$ cat config.mk
export PLATFORM = sky130hd
export DESIGN_NAME = uart_rx_fifo
export DESIGN_NICKNAME = d
export VERILOG_FILES = /design/src/rtl/uart_pkg.sv /design/src/rtl/sync_fifo_mem.sv /design/src/rtl/uart_rx_fifo.sv
export SDC_FILE = /design/constraint.sdc
export NUM_CORES = 1
export LEC_CHECK = 0
export BUFFER_PORTS_ARGS = -buffer_cell sky130_fd_sc_hd__buf_2
export CORE_MARGIN = 10
export CORE_UTILIZATION = 49
export CTS_BUF_LIST = sky130_fd_sc_hd__clkbuf_16
export DETAILED_ROUTE_END_ITERATION = 12
export GPL_ROUTABILITY_DRIVEN = 0
export MAX_ROUTING_LAYER = met4
export PLACE_DENSITY = 0.71
export SLEW_MARGIN = 20
export SYNTH_ARGS = -nofsm -noshare
export SYNTH_HDL_FRONTEND = slang
export SYNTH_SLANG_ARGS = --single-unit
$ cat constraint.sdc
create_clock -name clock -period 3.7 [get_ports clock]
set_input_delay 0 -clock clock [delete_from_list [all_inputs] [get_ports clock]]
set_output_delay 0 -clock clock [all_outputs]
set_load 0.01 [all_outputs]
$ cat src/rtl/uart_pkg.sv
// rtl/uart_pkg.sv - shared UART widths, FIFO sizing and byte type
//
// Purpose: common constants for the UART receive path so the receiver and its
//          buffer agree on data width and buffer depth.
// Contents: UART_WIDTH, RX_FIFO_DEPTH_LOG2, uart_byte_t.
package uart_pkg;
  localparam int UART_WIDTH         = 8;
  localparam int RX_FIFO_DEPTH_LOG2 = 4;

  typedef logic [UART_WIDTH-1:0] uart_byte_t;
endpackage

$ cat src/rtl/sync_fifo_mem.sv
// rtl/sync_fifo_mem.sv - DEPTH x WIDTH register array, one write port, async read
//
// Purpose: storage for the receive FIFO; no reset, contents are qualified by the
//          owner's count.
// Ports:
//   clock  in   system clock
//   we     in   write enable
//   waddr  in   write address
//   wdata  in   write data
//   raddr  in   read address
//   rdata  out  mem[raddr], combinational
module sync_fifo_mem #(
  parameter int WIDTH  = 8,
  parameter int ADDR_W = 4
) (
  input  logic              clock,
  input  logic              we,
  input  logic [ADDR_W-1:0] waddr,
  input  logic [WIDTH-1:0]  wdata,
  input  logic [ADDR_W-1:0] raddr,
  output logic [WIDTH-1:0]  rdata
);
  localparam int DEPTH = 1 << ADDR_W;

  logic [WIDTH-1:0] r_mem [DEPTH];

  always_ff @(posedge clock) begin
    if (we) begin
      r_mem[waddr] <= wdata;
    end
  end

  assign rdata = r_mem[raddr];
endmodule

$ cat src/rtl/uart_rx_fifo.sv
// rtl/uart_rx_fifo.sv - receive FIFO draining uart_rx into a first-word-fall-through read port
//
// Purpose: takes each byte uart_rx reports with a one-cycle rx_read_en ack, buffers
//          it, and presents the head byte to the CPU with status flags. Bytes arriving
//          while full are acknowledged and dropped, raising sticky overflow.
// Ports:
//   clock, reset        system clock; synchronous active-high reset
//   rx_ready, rx_data   from uart_rx (data_ready, data_out)
//   rx_read_en          ack pulse to uart_rx
//   read_en             CPU pop request
//   data_out/data_valid head byte and non-empty flag
//   full, count         occupancy status
//   overflow            sticky drop flag; clear_overflow clears it
// Configuration: UART_RX_FIFO_IRQ_EN adds irq_threshold input and registered irq output.
module uart_rx_fifo
  import uart_pkg::*;
#(
  parameter int WIDTH      = UART_WIDTH,
  parameter int DEPTH_LOG2 = RX_FIFO_DEPTH_LOG2
) (
  input  logic                  clock,
  input  logic                  reset,
  input  logic                  rx_ready,
  input  logic [WIDTH-1:0]      rx_data,
  output logic                  rx_read_en,
  input  logic                  read_en,
  output logic [WIDTH-1:0]      data_out,
  output logic                  data_valid,
  output logic                  full,
  output logic [DEPTH_LOG2:0]   count,
  output logic                  overflow,
  input  logic                  clear_overflow
`ifdef UART_RX_FIFO_IRQ_EN
  ,
  input  logic [DEPTH_LOG2:0]   irq_threshold,
  output logic                  irq
`endif
);
  localparam logic [DEPTH_LOG2:0] C_DEPTH = {1'b1, {DEPTH_LOG2{1'b0}}};

  logic [DEPTH_LOG2-1:0] r_wr_ptr;
  logic [DEPTH_LOG2-1:0] r_rd_ptr;
  logic [DEPTH_LOG2:0]   r_count;
  logic                  r_rx_read_en;
  logic                  r_overflow;

  logic                  w_capture;
  logic                  w_pop;
  logic                  w_space;
  logic                  w_push;
  logic                  w_drop;
  logic [DEPTH_LOG2:0]   w_count_next;
  logic                  w_overflow_next;

  // The ack cycle is a lockout: uart_rx still shows data_ready while it reacts
  // to our pulse, so the same byte must not be captured twice.
  assign w_capture = rx_ready & ~r_rx_read_en;
  assign w_pop     = read_en & (r_count != '0);
  // A full FIFO still accepts when the head leaves in the same cycle.
  assign w_space   = (r_count != C_DEPTH) | w_pop;
  assign w_push    = w_capture & w_space;
  assign w_drop    = w_capture & ~w_space;

  always_comb begin
    w_count_next = r_count;
    case ({w_push, w_pop})
      2'b10:   w_count_next = r_count + 1'b1;
      2'b01:   w_count_next = r_count - 1'b1;
      default: w_count_next = r_count;
    endcase
  end

  // A drop in the same cycle as a clear keeps the flag set.
  assign w_overflow_next = w_drop | (r_overflow & ~clear_overflow);

  always_ff @(posedge clock) begin
    if (reset) begin
      r_wr_ptr     <= '0;
      r_rd_ptr     <= '0;
      r_count      <= '0;
      r_rx_read_en <= 1'b0;
      r_overflow   <= 1'b0;
    end else begin
      r_rx_read_en <= w_capture;
      r_count      <= w_count_next;
      r_overflow   <= w_overflow_next;
      if (w_push) begin
        r_wr_ptr <= r_wr_ptr + 1'b1;
      end
      if (w_pop) begin
        r_rd_ptr <= r_rd_ptr + 1'b1;
      end
    end
  end

`ifdef UART_RX_FIFO_IRQ_EN
  logic r_irq;

  always_ff @(posedge clock) begin
    if (reset) begin
      r_irq <= 1'b0;
    end else begin
      r_irq <= (w_count_next >= irq_threshold) | w_overflow_next;
    end
  end

  assign irq = r_irq;
`endif

  sync_fifo_mem #(
    .WIDTH  (WIDTH),
    .ADDR_W (DEPTH_LOG2)
  ) u_mem (
    .clock (clock),
    .we    (w_push),
    .waddr (r_wr_ptr),
    .wdata (rx_data),
    .raddr (r_rd_ptr),
    .rdata (data_out)
  );

  assign rx_read_en = r_rx_read_en;
  assign data_valid = (r_count != '0);
  assign full       = (r_count == C_DEPTH);
  assign count      = r_count;
  assign overflow   = r_overflow;
endmodule

# --- After elaboration in Yosys (flattened, before gate mapping) ---
# Memories as Yosys holds them, arrays and structs flattened. A register that Yosys moved wholly into a read port is not among the register bits.
# Index checks and enable logic that the tools add are counted.
totals:
  in_bits: 13
  out_inout_bits: 17
  latch_bits: 0
  ff_bits: 15
  word_cells: 31
  mem_count: 1
  romBits: 0
  ramBits: 128
mem_list:
  columns: ["name", "depth", "width", "read_ports", "rd_ports_with_merged_regs", "write_ports", "line_no", "source"]
  rows:
  - ["u_mem.r_mem", 16, 8, 1, 1, 1, "sync_fifo_mem.sv:25", "logic [WIDTH-1:0] r_mem [DEPTH];"]
op_classes:
  n_eq_ne: 4
  n_reduce_logical: 2
  bitwise_logic: 10
  div_mod_pow: 0
  muxes: 5
  magnitude_cmp: 0
  shifts: 0
  n_mul: 0
  n_addsub: 4
ops:
  columns: ["op", "count"]
  rows:
  - ["case mux 5 bit (2 select lines)", 1]
  - ["adder 4 x 1 -> 4 bit, second input constant", 2]
  - ["2-to-1 mux 4 bit", 2]
  - ["adder 5 x 1 -> 5 bit, second input constant", 1]
  - ["bitwise AND 1 bit", 5]
  - ["== test 5 bit, second input constant", 1]
  - ["inequality test 5 bit, second input constant", 1]
  - ["nonzero test 5 bit", 1]
  - ["subtractor 5 x 1 -> 5 bit, second input constant", 1]
  - ["inverter 1 bit", 3]
  - ["== test 2 x 1 -> 1 bit, second input constant", 1]
  - ["== test 2 bit, second input constant", 1]
  - ["2-to-1 mux 1 bit", 2]
  - ["bitwise OR 1 bit", 2]
  - ["nonzero test 2 bit", 1]

# --- Logic depth before layout (Yosys ltp) ---
# Gate-level depths: netlist of the first run.
logic_depth:
  depth_word: 6
  depth_mapped: 9
  depth_no_buf: 8

# --- By module ---
# Synthesis of the first run repeated with hierarchy kept, for this count alone.
unflattened:
  cells_unflattened: 309
  area_unflattened_um2: 5799.3
modules_own_cells:
  columns: ["module", "area_per_inst_um2", "n_inst", "seq_area_each_um2", "cells_each"]
  rows:
  - ["sync_fifo_mem", 4987.3, 1, 3843.7, 221]
  - ["uart_rx_fifo", 812.0, 1, 300.3, 88]

# --- Least setup slack after synthesis of the first run ---
# No wires, ideal clock.
synth_path:
  path_type: "flip-flop to flip-flop"
  from: "register r_count[0] (netlist: count[0])"
  to: "register r_count[4] (netlist: count[4])"
  setup_ns: 0.140
  t_arrival_ns: 2.384
  setup_slack_ns: 1.176
  stages_incl_launch_ff: 10
  path_buffers: 1
  synth_period_minus_slack_ns: 2.524
  required_time_ns: 3.560
  cell_sequence: "dfxtp_1 > or4_1 > buf_2 > o211ai_4 > inv_1 > ha_1 > nand2b_1 > a21o_1 > a2111oi_0 > o211ai_1"
synth_via:
  elab_chain_cells: 6
  word_cells_on_any_way: 11
  cone_classes: "add/sub (2); eq/ne (3); mux (1); bitwise (3); reduce/logical (2)"
synth_lines:
  columns: ["element", "line_no", "source"]
  rows:
  - ["from (decl)", "uart_rx_fifo.sv:43", "logic [DEPTH_LOG2:0] r_count;"]
  - ["from (signal assigned)", "uart_rx_fifo.sv:85", "r_count <= w_count_next;"]
  - ["nonzero test 5 bit", "uart_rx_fifo.sv:58", "assign w_pop = read_en & (r_count != '0);"]
  - ["bitwise AND 1 bit", "uart_rx_fifo.sv:58", null]
  - ["bitwise OR 1 bit", "uart_rx_fifo.sv:60", "assign w_space = (r_count != C_DEPTH) | w_pop;"]
  - ["bitwise AND 1 bit", "uart_rx_fifo.sv:61", "assign w_push = w_capture & w_space;"]
  - ["== test 2 x 1 -> 1 bit or == test 2 bit (tied branches)", "uart_rx_fifo.sv:66", "case ({w_push, w_pop})"]
  - ["case mux 5 bit (2 select lines) or nonzero test 2 bit (tied branches)", null, null]
# Parallel ways exist; a longest one is shown, timed or not.
# A chain may end at the register's enable or synchronous reset.

# --- Worst setup path in the final report of the first run ---
# Ends and elaborated chain as after synthesis.

==> out/summary.txt, run 1 <==
H-Tree Depth = 4
FF-to-FF path depth = 8
# setup viols final = 0
GRT overflow = 0
Required @ worst endpoint = 3970 ps
CTS buffer count = 17
Power Dens Cells = 630 nW/um^2
Cells after synthesis = 331
Post-DRT Antenna Nets = 0
Startpoint types = register
PostCTS Resize Cnt = 0
Starting DRT DRC Count = 304
Die Wd = 130 um
DR vias/cell = 5.79
DRT Pass-1 Iters = 4
Area Overhead vs Synth = 16.8%
Reg2reg start = count[0]
Worst skew pair latency = 420 ps
Post-synthesis register bit count = 147
Worst-path maximum fanout = 6
IO buf count = 29
Crit path time final = 2870 ps
Fill count = 879
Largest net degree at the start of global routing = 25
Initial core utilization = 0.497
Slew headroom = 0.380
First-pass GRT wire length = 18,800 um
Site row count = 40
Vias = 3,127
Postcts setup bufs = 0
Syn_nets = 353
Area of the multi-input gates = 1610 um^2
Critical path data arrival time = 3140 ps
CTS clk-pin slew, worst paths = 70 ps
CTS tree = yes
Final Hold Fails = 0
Deepest clock path buffer count = 2
Setup_tns = 0 ps
Min-Delay Path Class = input pin to register
Fin nets = 402
Max Cap Violations = 0
Avg Synthesized Cell Area = 17.9 um^2
Post-synth EDFFs = 128
YS warnings = 0
Async SR Flop Fraction = 0
Critical R2R Capture = count[4]
Crit. Startpoint = count[0]
Clock sinks = 147
Die area = 16,900 um^2
Final period util = 0.776
Total GRT Usage = 0.155
Status = finished, final reports clean
Hold buffers post-CTS = 11
Worst Skew = 10.5 ps
Core area = 11,900 um^2
Crit path to = count[4]
WL per Instance = 21.5 um
CP Class = register to register
R2R Setup Slk = 830 ps
Setup crit end kind = register
Final Max Tran Viols = 0
Slowest CP cell = or4_1
Final HPWL DP = 7500 um
Vias in the first global route = 3,285
Final core occ = 0.580
Worst-Margin Slew = 927 ps
WL final = 11,600 um
I/O pins = 30
Synth unique cells = 42
Pleak = 2.35 nW
Die height = 130 um
Initial antenna violation count = 0
Share of layout cells above drive strength 1 = 0.272
# diodes = 0
CP peak stage delay = 710 ps
Crit-path cells = or4_1 -> o211ai_4 -> inv_1 -> ha_1 -> nand2b_1 -> a21o_1 -> a2111oi_0 -> o211ai_1
Sequential share of the synthesized area = 0.713
Worst VDD drop = 0.410 mV
RSZ-0062 raised after global routing = no
DRC Markers = 0
Register area = 4230 um^2
Fmax = 0.348 GHz
Most used DFF post-synth = edfxtp_1
Root buffer cell = clkbuf_16
Netlist Area Pre-Place = 5920 um^2
-- per-layer routing --
| layer | wire, um | vias up | global-route usage |
|---|---|---|---|
| met2 | 5760 | 117 | 0.242 |
| li1 | - | 1421 | - |
| met4 | 176 | 0 | 0.0615 |
| met1 | 5140 | 1575 | 0.190 |
| met3 | 559 | 14 | 0.0389 |
| met5 | 0 | - | - |
-- state kept, by name (all words and copies together) (netlist names), named ones only --
register     cells
overflow         1
u_mem.r_mem    128
rx_read_en       1
r_rd_ptr         4
count            5
r_wr_ptr         4
-- cells in the mapped netlist, types with 3 or more instances --
cell type  instances  area, um^2
edfxtp_1         128        3840
mux4_2            32         721
nor2_1            29         109
dfxtp_1           19         380
a22oi_1           16         120
nand2_1           14        52.6
clkbuf_1          10        37.5
ha_1               8         100
inv_1              6        22.5
nand2b_1           6        37.5
nor2b_1            6        37.5
nor3_1             6        30.0
xor2_1             5        43.8
buf_2              4        20.0
buf_1              3        11.3
mux2i_1            3        30.0
o211ai_1           3        22.5
-- per-stage QoR --
stage / setup slack (ps) / total power, mW / instances / area (um^2) / hold slack [ps]
2_1_floorplan: 1180 / 2.53 / 331 / 5920 / 98.9
3_3_place_gp: 1010 / 2.75 / 497 / 6230 / 301
3_5_place_dp: 867 / 2.78 / 497 / 6230 / 299
4_1_cts: 837 / 4.39 / 540 / 6910 / 71.9
5_1_grt: 673 / 4.54 / 540 / 6910 / 120
6_report: 830 / 4.36 / 540 / 6910 / 72.6
-- kinds of logic (layout without fill, tap and decap cells) --
kind of cell | count (synthesis) | after routing | synth area share
multiplexers | 36 | 36 | 0.129
adder cells (fa/ha/maj) | 9 | 9 | 0.0203
XOR/XNOR | 7 | 7 | 0.0104
buffers and inverters | 23 | 85 | 0.0154
AO/OA/AOI/OAI | 35 | 35 | 0.0478
AND/OR/NAND/NOR | 74 | 74 | 0.0634
flip-flops | 147 | 147 | 0.713
-- layout by cell type, fill, tap and decap left out, drive strengths merged, types with 3 or more instances in the layout --
cell type / count
xor2: 5
nand2: 14
buf: 36
o211ai: 5
clkinv: 5
nor2b: 6
clkbuf: 19
and2: 3
mux2i: 3
nand2b: 6
edfxtp: 128
nor2: 29
dfxtp: 19
a22oi: 16
inv: 14
mux4: 32
dlygate4sd3: 11
nor3: 6
ha: 8
-- how the worst min path moves through the flow --
stage | startpoint | to | slack, ps | cells after the start
after CTS | rx_ready | rx_read_en | 70 | 3
after floorplan | rx_data[0] | u_mem.r_mem[0][0] | 100 | 0
after global routing | rx_ready | rx_read_en | 120 | 3
after detailed placement | clear_overflow | overflow | 300 | 4
after global placement | clear_overflow | overflow | 300 | 4
final | rx_ready | rx_read_en | 70 | 3
-- worst max-delay path, delay by kind of cell, from the launching register on --
kind	cells	cell delay, ps
compound gates	4	1080
simple gates	2	800
flops	1	380
fa+ha+maj	1	340
buf+inv	1	130
-- power breakdown --
group / internal, mW / total [mW] / switching (mW)
combinational: 0.380 / 0.774 / 0.394
sequential: 1.86 / 1.97 / 0.106
clock: 0.943 / 1.61 / 0.672
total: 3.19 / 4.36 / 1.17
-- area by class of cell --
class | count | area share
inverters | 6 | 0.00326
flip-flops and latches | 147 | 0.611
repair buffers | 47 | 0.0445
multi-input cells | 161 | 0.232
clock buffers | 19 | 0.0688
clock inverters | 13 | 0.0134
well taps | 147 | 0.0266
(Power assumes the default switching activity.)
==> run 2, diff against run 1 <==
--- a/config.mk
+++ b/config.mk
@@ -5,6 +5,7 @@
 export SDC_FILE = /design/constraint.sdc
 export NUM_CORES = 1
 export LEC_CHECK = 0
+export ABC_AREA = 1
 export BUFFER_PORTS_ARGS = -buffer_cell sky130_fd_sc_hd__buf_2
 export CORE_MARGIN = 10
 export CORE_UTILIZATION = 49
@@ -12,7 +13,7 @@
 export DETAILED_ROUTE_END_ITERATION = 12
 export GPL_ROUTABILITY_DRIVEN = 0
 export MAX_ROUTING_LAYER = met4
-export PLACE_DENSITY = 0.71
+export PLACE_DENSITY = 0.73
 export SLEW_MARGIN = 20
 export SYNTH_ARGS = -nofsm -noshare
 export SYNTH_HDL_FRONTEND = slang
==> constraint.sdc (replaced) <==
create_clock -name clock -period 2.58 [get_ports clock]
set_input_delay 0 -clock clock [delete_from_list [all_inputs] [get_ports clock]]
set_output_delay 0 -clock clock [all_outputs]
set_load 0.01 [all_outputs]
==> run 2 against run 1 <==
Critical path depth is 1 lower. Sequential cell count stayed put. Sequential power is 42% higher. Worst setup slack worse by 470 ps. Highest routed layer unchanged.
==> out/summary.txt, run 2 <==
Status = finished, final reports clean
Slowest CP cell = dfxtp_4
Vias in the first global route = 4,055 (+23%)
Area Overhead vs Synth = 14.3%
H-Tree Depth = 4 (unchanged)
Core area = 12,600 um^2 (+5.9%)
RSZ-0062 raised after global routing = no
Synth area leader = edfxtp_1
Worst skew pair latency = 420 ps (about the same)
Final Max Tran Viols = 0 (unchanged)
Crit path time final = 2220 ps
Main combinational cell family by area after synthesis = simple AND/OR/NAND/NOR gates
Initial antenna violation count = 0 (unchanged)
PostCTS Resize Cnt = 0 (unchanged)
Cells after synthesis = 546 (+65%)
# diodes = 0 (unchanged)
# setup viols final = 0 (unchanged)
Synth Area in Adders = 0.0190 (-0.00124)
DRT Pass-1 Iters = 5 (+1)
Site row count = 41 (+2.5%)
Final period util = 0.859
Largest net degree at the start of global routing = 65 (+160%)
Most common cell after layout, fill and taps aside = edfxtp_1
Share of layout cells above drive strength 1 = 0.156 (-0.116)
Mux cell area share after synthesis = 0 (-0.129)
Initial core utilization = 0.500 (+0.00264)
Netlist Area Pre-Place = 6310 um^2 (+6.5%)
Most numerous cell on the critical path = nand3_1
Final Hold Fails = 0 (unchanged)
Pleak = 2.72 nW (+16%)
I/O pins = 30 (unchanged)
Async SR Flop Fraction = 0 (unchanged)
Fin nets = 599 (+49%)
CTS tree = yes
Max Cap Violations = 0 (unchanged)
Placed insts = 728 (+46%)
Clock sinks = 147 (unchanged)
Total GRT Usage = 0.167 (+0.0123)
CTS buffer count = 17 (unchanged)
Root buffer cell = clkbuf_16
Vias = 4,154 (+33%)
Die area = 17,800 um^2 (+5.5%)
DR vias/cell = 5.47 (-5.6%)
Post-Synth XOR/XNOR Area = 0.00417 (-0.00619)
Synth top area share = 0.610 (-0.0397)
Simple-Gate Fraction of Synth Area = 0.122 (+0.0586)
Setup_tns = 0 ps (unchanged)
CP peak stage delay = 700 ps (about the same)
Avg Synthesized Cell Area = 11.5 um^2 (-35%)
CTS clk-pin slew, worst paths = 60 ps (about the same)
Crit path buf inv count = 2 (+1)
Die Wd = 133 um (+2.7%)
Deepest clock path buffer count = 2 (unchanged)
Reg with most FFs = u_mem.r_mem
Post-Layout Cell Count = 760 (+41%)
Sequential share of the synthesized area = 0.670 (-0.0436)
Most used DFF post-synth = edfxtp_1
Crit-path cells = buf_4 -> a21oi_1 -> o21ai_0 -> nand3_1 -> nand3_1 -> nand2_1 -> buf_2
Critical path data arrival time = 2220 ps (-920 ps)
Synth top cells by count = edfxtp_1, inv_1, nand2_1
Crit path max-delay family = flip-flops
Final core occ = 0.571 (-0.00907)
Die height = 133 um (+2.7%)
DRC Markers = 0 (unchanged)
Slew headroom = 0.507 (+0.127)
Power Dens Cells = 925 nW/um^2 (+47%)
Top-count cell post-synth = edfxtp_1
GRT overflow = 0 (unchanged)
Most frequent cells in the layout = edfxtp_1, inv_1, nand2_1
Post-DRT Antenna Nets = 0 (unchanged)
Setup crit end kind = output port
Synth unique cells = 30 (-29%)
Design area = 7210 um^2 (+4.3%)
Top cells by area in the synthesized netlist = edfxtp_1, dfxtp_1, inv_1, nand3_1, nand2_1
First-pass GRT wire length = 22,100 um (+17%)
Fmax = 0.451 GHz
Required @ worst endpoint = 2580 ps (-1390 ps)
CP Class = register to output port
Post-synth EDFFs = 128 (unchanged)
Starting DRT DRC Count = 465 (+53%)
WL final = 14,000 um (+20%)
YS warnings = 0 (unchanged)
Area post-placement = 6570 um^2 (+5.4%)
Worst-Margin Slew = 737 ps (-189 ps)
Min-Delay Path Class = input pin to register
Startpoint types = register
Post-synthesis register bit count = 147 (unchanged)
Worst Skew = 5.15 ps (-5.38 ps)
IO buf count = 29 (unchanged)
Worst VDD drop = 0.435 mV (+5.9%)
Final HPWL DP = 9030 um (+20%)
WL per Instance = 18.4 um (-15%)
Synth Area in Compound Gates = 0.111 (+0.0628)
Worst-path maximum fanout = 63 (+57)
Largest register FFs = 128 (unchanged)
Syn_nets = 568 (+61%)
run 2: cell types whose count changed in the layout (fill, tap and decap cells not counted), sizes merged, moves of 9 or more:
cell	before	now
o211ai	5	32
a21oi	2	42
dlygate4sd3	11	2
inv	14	84
nand3	1	59
mux4	32	0
nand2	14	68
o21ai	1	37
a22oi	16	0
run 2: timing repair:
| action | CTS | global route |
|---|---|---|
| setup buffers | 0 | 0 |
| hold buffers | 2 | 0 |
| endpoints found under the hold margin | 4 | 0 |
run 2: layout make-up:
class,count,area (um^2)
clock buffer,17,425
fill,1025,5410
tap,172,215
inverter,84,318
sequential,147,4230
clock inverter,13,191
multi-input combinational,289,1610
timing repair buffer,38,218
run 2: final timing paths:
| kind | start | endpoint | slack (ps) | cells after the start |
|---|---|---|---|---|
| setup / recovery | register | data_out[5] | 360 | 7 |
| hold / removal | rx_data[1] | u_mem.r_mem[3][1] | 20 | 1 |
| setup reg to reg | count[2] | count[4] | 580 | 11 |
| hold reg to reg | r_rd_ptr[2] | r_rd_ptr[2] | 480 | 2 |
run 2: power breakdown:
part / total [mW] / internal [mW] / switching (mW) / leakage [nW]
combinational: 1.28 / 0.440 / 0.840 / 1.11
sequential: 2.79 / 2.67 / 0.127 / 1.31
clock: 2.59 / 1.69 / 0.907 / 0.297
run 2: per-stage QoR:
stage | setup slack [ps] | hold slack (ps) | power (mW)
3_3_place_gp | 736 | 243 | 4.06
4_1_cts | 343 | 4.57 | 6.69
2_1_floorplan | 736 | 62.4 | 3.73
5_1_grt | 157 | 24.1 | 6.96
6_report | 363 | 22.7 | 6.67
3_5_place_dp | 628 | 240 | 4.11
run 2: cell families (layout without fill, tap and decap cells):
| family | count (synthesis) | in the layout |
|---|---|---|
| buffers and inverters | 110 | 152 |
| AOI/OAI and AO/OA | 112 | 112 |
| DFF | 147 | 147 |
| adders and majority gates | 9 | 9 |
| and+or+nand+nor | 165 | 165 |
| xor gates and xnor gates | 3 | 3 |
run 2: layer usage:
layer  routed length (um)  share of wire  vias to the layer above  GRT usage
li1                     -              -                     1951          -
met1                 5820           0.42                     1978      0.201
met2                 6810           0.49                      197      0.265
met3                  995          0.071                       28     0.0395
met4                  332          0.024                        0     0.0719
met5                    0              0                        -          -
run 2: worst reg2reg max path: stages (launching register included):
cell	delay, ps
dfxtp_1	350
nor2_4	170
nand3_2	140
nand3_2	160
inv_1	110
ha_1	340
a21oi_1	160
nand2_1	90
nand3_1	90
nand2_1	80
a21oi_1	150
nor2_1	60
==> run 3, diff against run 2 <==
==> constraint.sdc (replaced) <==
create_clock -name clock -period 2.58 [get_ports clock]
set_input_delay 0.387 -clock clock [delete_from_list [all_inputs] [get_ports clock]]
set_output_delay 0.387 -clock clock [all_outputs]
set_load 0.01 [all_outputs]
==> run 3 against run 2 <==
First-iteration DRC count decreased by 11%. Wire length down 4.2%. Worst hold slack gained 180 ps. Utilization grew 0.54 points. Count of clock-buffer cells in the layout up 2. Clock skew grew 4.6 ps. Non-clock buffer count up 8. Critical endpoint unchanged. Sequential cell count unchanged. Highest routed layer unchanged. Global-route usage is 0.83 points lower.
==> out/summary.txt, run 3 (same netlist as run 2, synthesis figures left out) <==
Vias = 4,121 (-0.79%)
Final Total Pwr = 6.50 mW (-2.4%)
Part of the power in the clock network = 0.373 (-0.016)
# setup viols final = 0 (unchanged)
Met3 usage = 0.0365 (-0.00301)
Clock sinks = 147 (unchanged)
Status = finished, final reports clean
Logic gate share of total power = 0.197 (+0.005)
Final setup margin = 200 ps (-163 ps)
Deepest clock path buffer count = 2 (unchanged)
First-pass GRT wire length = 21,500 um (-2.5%)
Share of layout cells above drive strength 1 = 0.179 (+0.0225)
Setup crit end kind = output port
Met1 usage = 0.193 (-0.00811)
Sw frac = 0.294 (+0.0134)
Reg2reg start = count[1]
WL final = 13,400 um (-4.2%)
Reg with most FFs = u_mem.r_mem
Worst-Margin Slew = 831 ps (+93.3 ps)
Critical R2R Capture = u_mem.r_mem[1][6]
Core area = 12,600 um^2 (unchanged)
Crit path buf inv count = 2 (unchanged)
Root buffer cell = clkbuf_16
Worst skew pair latency = 420 ps (about the same)
RSZ-0062 raised after global routing = no
Slew headroom = 0.444 (-0.0624)
CTS clk-pin slew, worst paths = 60 ps (about the same)
Min-Delay Path Class = input pin to register
Worst-path maximum fanout = 42 (-33%)
Initial antenna violation count = 0 (unchanged)
Reg power frac = 0.430 (+0.011)
IO buf count = 29 (unchanged)
Post-DRT Antenna Nets = 0 (unchanged)
DR vias/cell = 5.35 (-2.1%)
FF-to-FF path depth = 6 (-5)
Most frequent cells in the layout = edfxtp_1, inv_1, nand2_1
WL per Instance = 17.4 um (-5.4%)
Die area = 17,800 um^2 (unchanged)
Slowest CP cell = dfxtp_2
Final period util = 0.922 (+0.0631)
CTS tree = yes
Largest net degree at the start of global routing = 61 (-6.2%)
Required @ worst endpoint = 2190 ps (-390 ps)
Startpoint types = register
Max Cap Violations = 0 (unchanged)
GRT overflow = 0 (unchanged)
Crit path max-delay family = flip-flops
Largest register FFs = 128 (unchanged)
Dpl ws = 518 ps (-111 ps)
Die height = 133 um (unchanged)
H-Tree Depth = 4 (unchanged)
Critical path data arrival time = 1990 ps (-230 ps)
Fmax = 0.420 GHz (-6.8%)
Final Max Tran Viols = 0 (unchanged)
Fin nets = 607 (+1.3%)
# diodes = 0 (unchanged)
Fill count = 1,022 (-0.29%)
DRT Pass-1 Iters = 5 (unchanged)
Total GRT Usage = 0.159 (-0.00829)
Hold buffers post-CTS = 0 (-2)
Most common cell after layout, fill and taps aside = edfxtp_1
Site row count = 41 (unchanged)
GRT busiest layer = met2
Vias in the first global route = 4,011 (-1.1%)
Pint = 4.59 mW (-4.2%)
Most numerous cell on the critical path = nand3_1
Worst VDD drop = 0.479 mV (+10%)
DRC Markers = 0 (unchanged)
Initial core utilization = 0.500 (unchanged)
PostCTS Resize Cnt = 0 (unchanged)
Worst Skew = 9.75 ps (+4.60 ps)
Final HPWL DP = 8590 um (-4.8%)
Postcts setup bufs = 0 (unchanged)
Setup_tns = 0 ps (unchanged)
CTS buffer count = 17 (unchanged)
CP Class = register to output port
Net switching power = 1.92 mW (+2.2%)
Final Hold Fails = 0 (unchanged)
Die Wd = 133 um (unchanged)
Crit path time final = 2380 ps (+163 ps)
Crit path to = data_out[5]
Post-Layout Cell Count = 770 (+1.3%)
Area Overhead vs Synth = 15.4%
Crit-path cells = buf_12 -> o211ai_1 -> nand3_1 -> nand3_1 -> nand2_1 -> buf_2
Pleak = 2.78 nW (+2.2%)
Power Dens Cells = 894 nW/um^2 (-3.3%)
Placed insts = 738 (+1.4%)
Critical Path Stages = 6 (-1)
Starting DRT DRC Count = 416 (-11%)
I/O pins = 30 (unchanged)
R2R Setup Slk = 540 ps (-40 ps)
CP peak stage delay = 600 ps (-100 ps)
Routing usage on met2 = 0.252 (-0.0127)
-- run 3: cell count changes in the layout (fill, tap and decap cells not counted), moves of 3 or more --
cell and delta:
inv_6 +3, clkinv_4 +3, bufinv_16 -4, inv_4 +4
buf_12 +3, buf_4 +7, clkinv_1 -3
-- run 3: how the worst min path moves through the flow --
stage,startpoint,end,slack (ps),depth (start not counted)
2_1_floorplan,r_rd_ptr[2],register,450,2
3_3_place_gp,r_rd_ptr[2],r_rd_ptr[2],460,2
3_5_place_dp,overflow,overflow,480,2
4_1_cts,reset,r_wr_ptr[2],190,2
5_1_grt,reset,r_wr_ptr[2],190,2
6_report,reset,r_wr_ptr[2],200,2
-- run 3: power by group through the flow --
stage	sequential [mW]	clock [mW]	combinational, mW
floorplan	2.78	0	0.947
global placement	2.84	0	1.25
detailed placement	2.84	0	1.28
CTS	2.80	2.46	1.29
global route	2.81	2.56	1.44
finish	2.79	2.43	1.28
-- run 3: per-stage QoR --
step	hold WS, ps	cell area (um^2)	util
6_report	200	7280	0.577
2_1_floorplan	446	6310	-
3_3_place_gp	463	6690	0.530
5_1_grt	193	7280	0.577
4_1_cts	190	7280	0.577
3_5_place_dp	476	6690	0.530
-- run 3: final cells by class --
| type | count | area (um^2) | area share |
|---|---|---|---|
| sequential | 147 | 4230 | 0.581 |
| multi-input combinational | 289 | 1610 | 0.222 |
| clock buffer | 19 | 475 | 0.0653 |
| inverter | 84 | 318 | 0.0437 |
| timing repair buffer | 46 | 310 | 0.0426 |
| tap | 172 | 215 | 0.0296 |
| clock inverter | 13 | 116 | 0.0160 |
-- run 3: routing by layer --
layer,up-vias,part of all wire
li1,1977,-
met1,1989,0.43
met2,130,0.50
met3,25,0.055
met4,0,0.017
met5,-,0
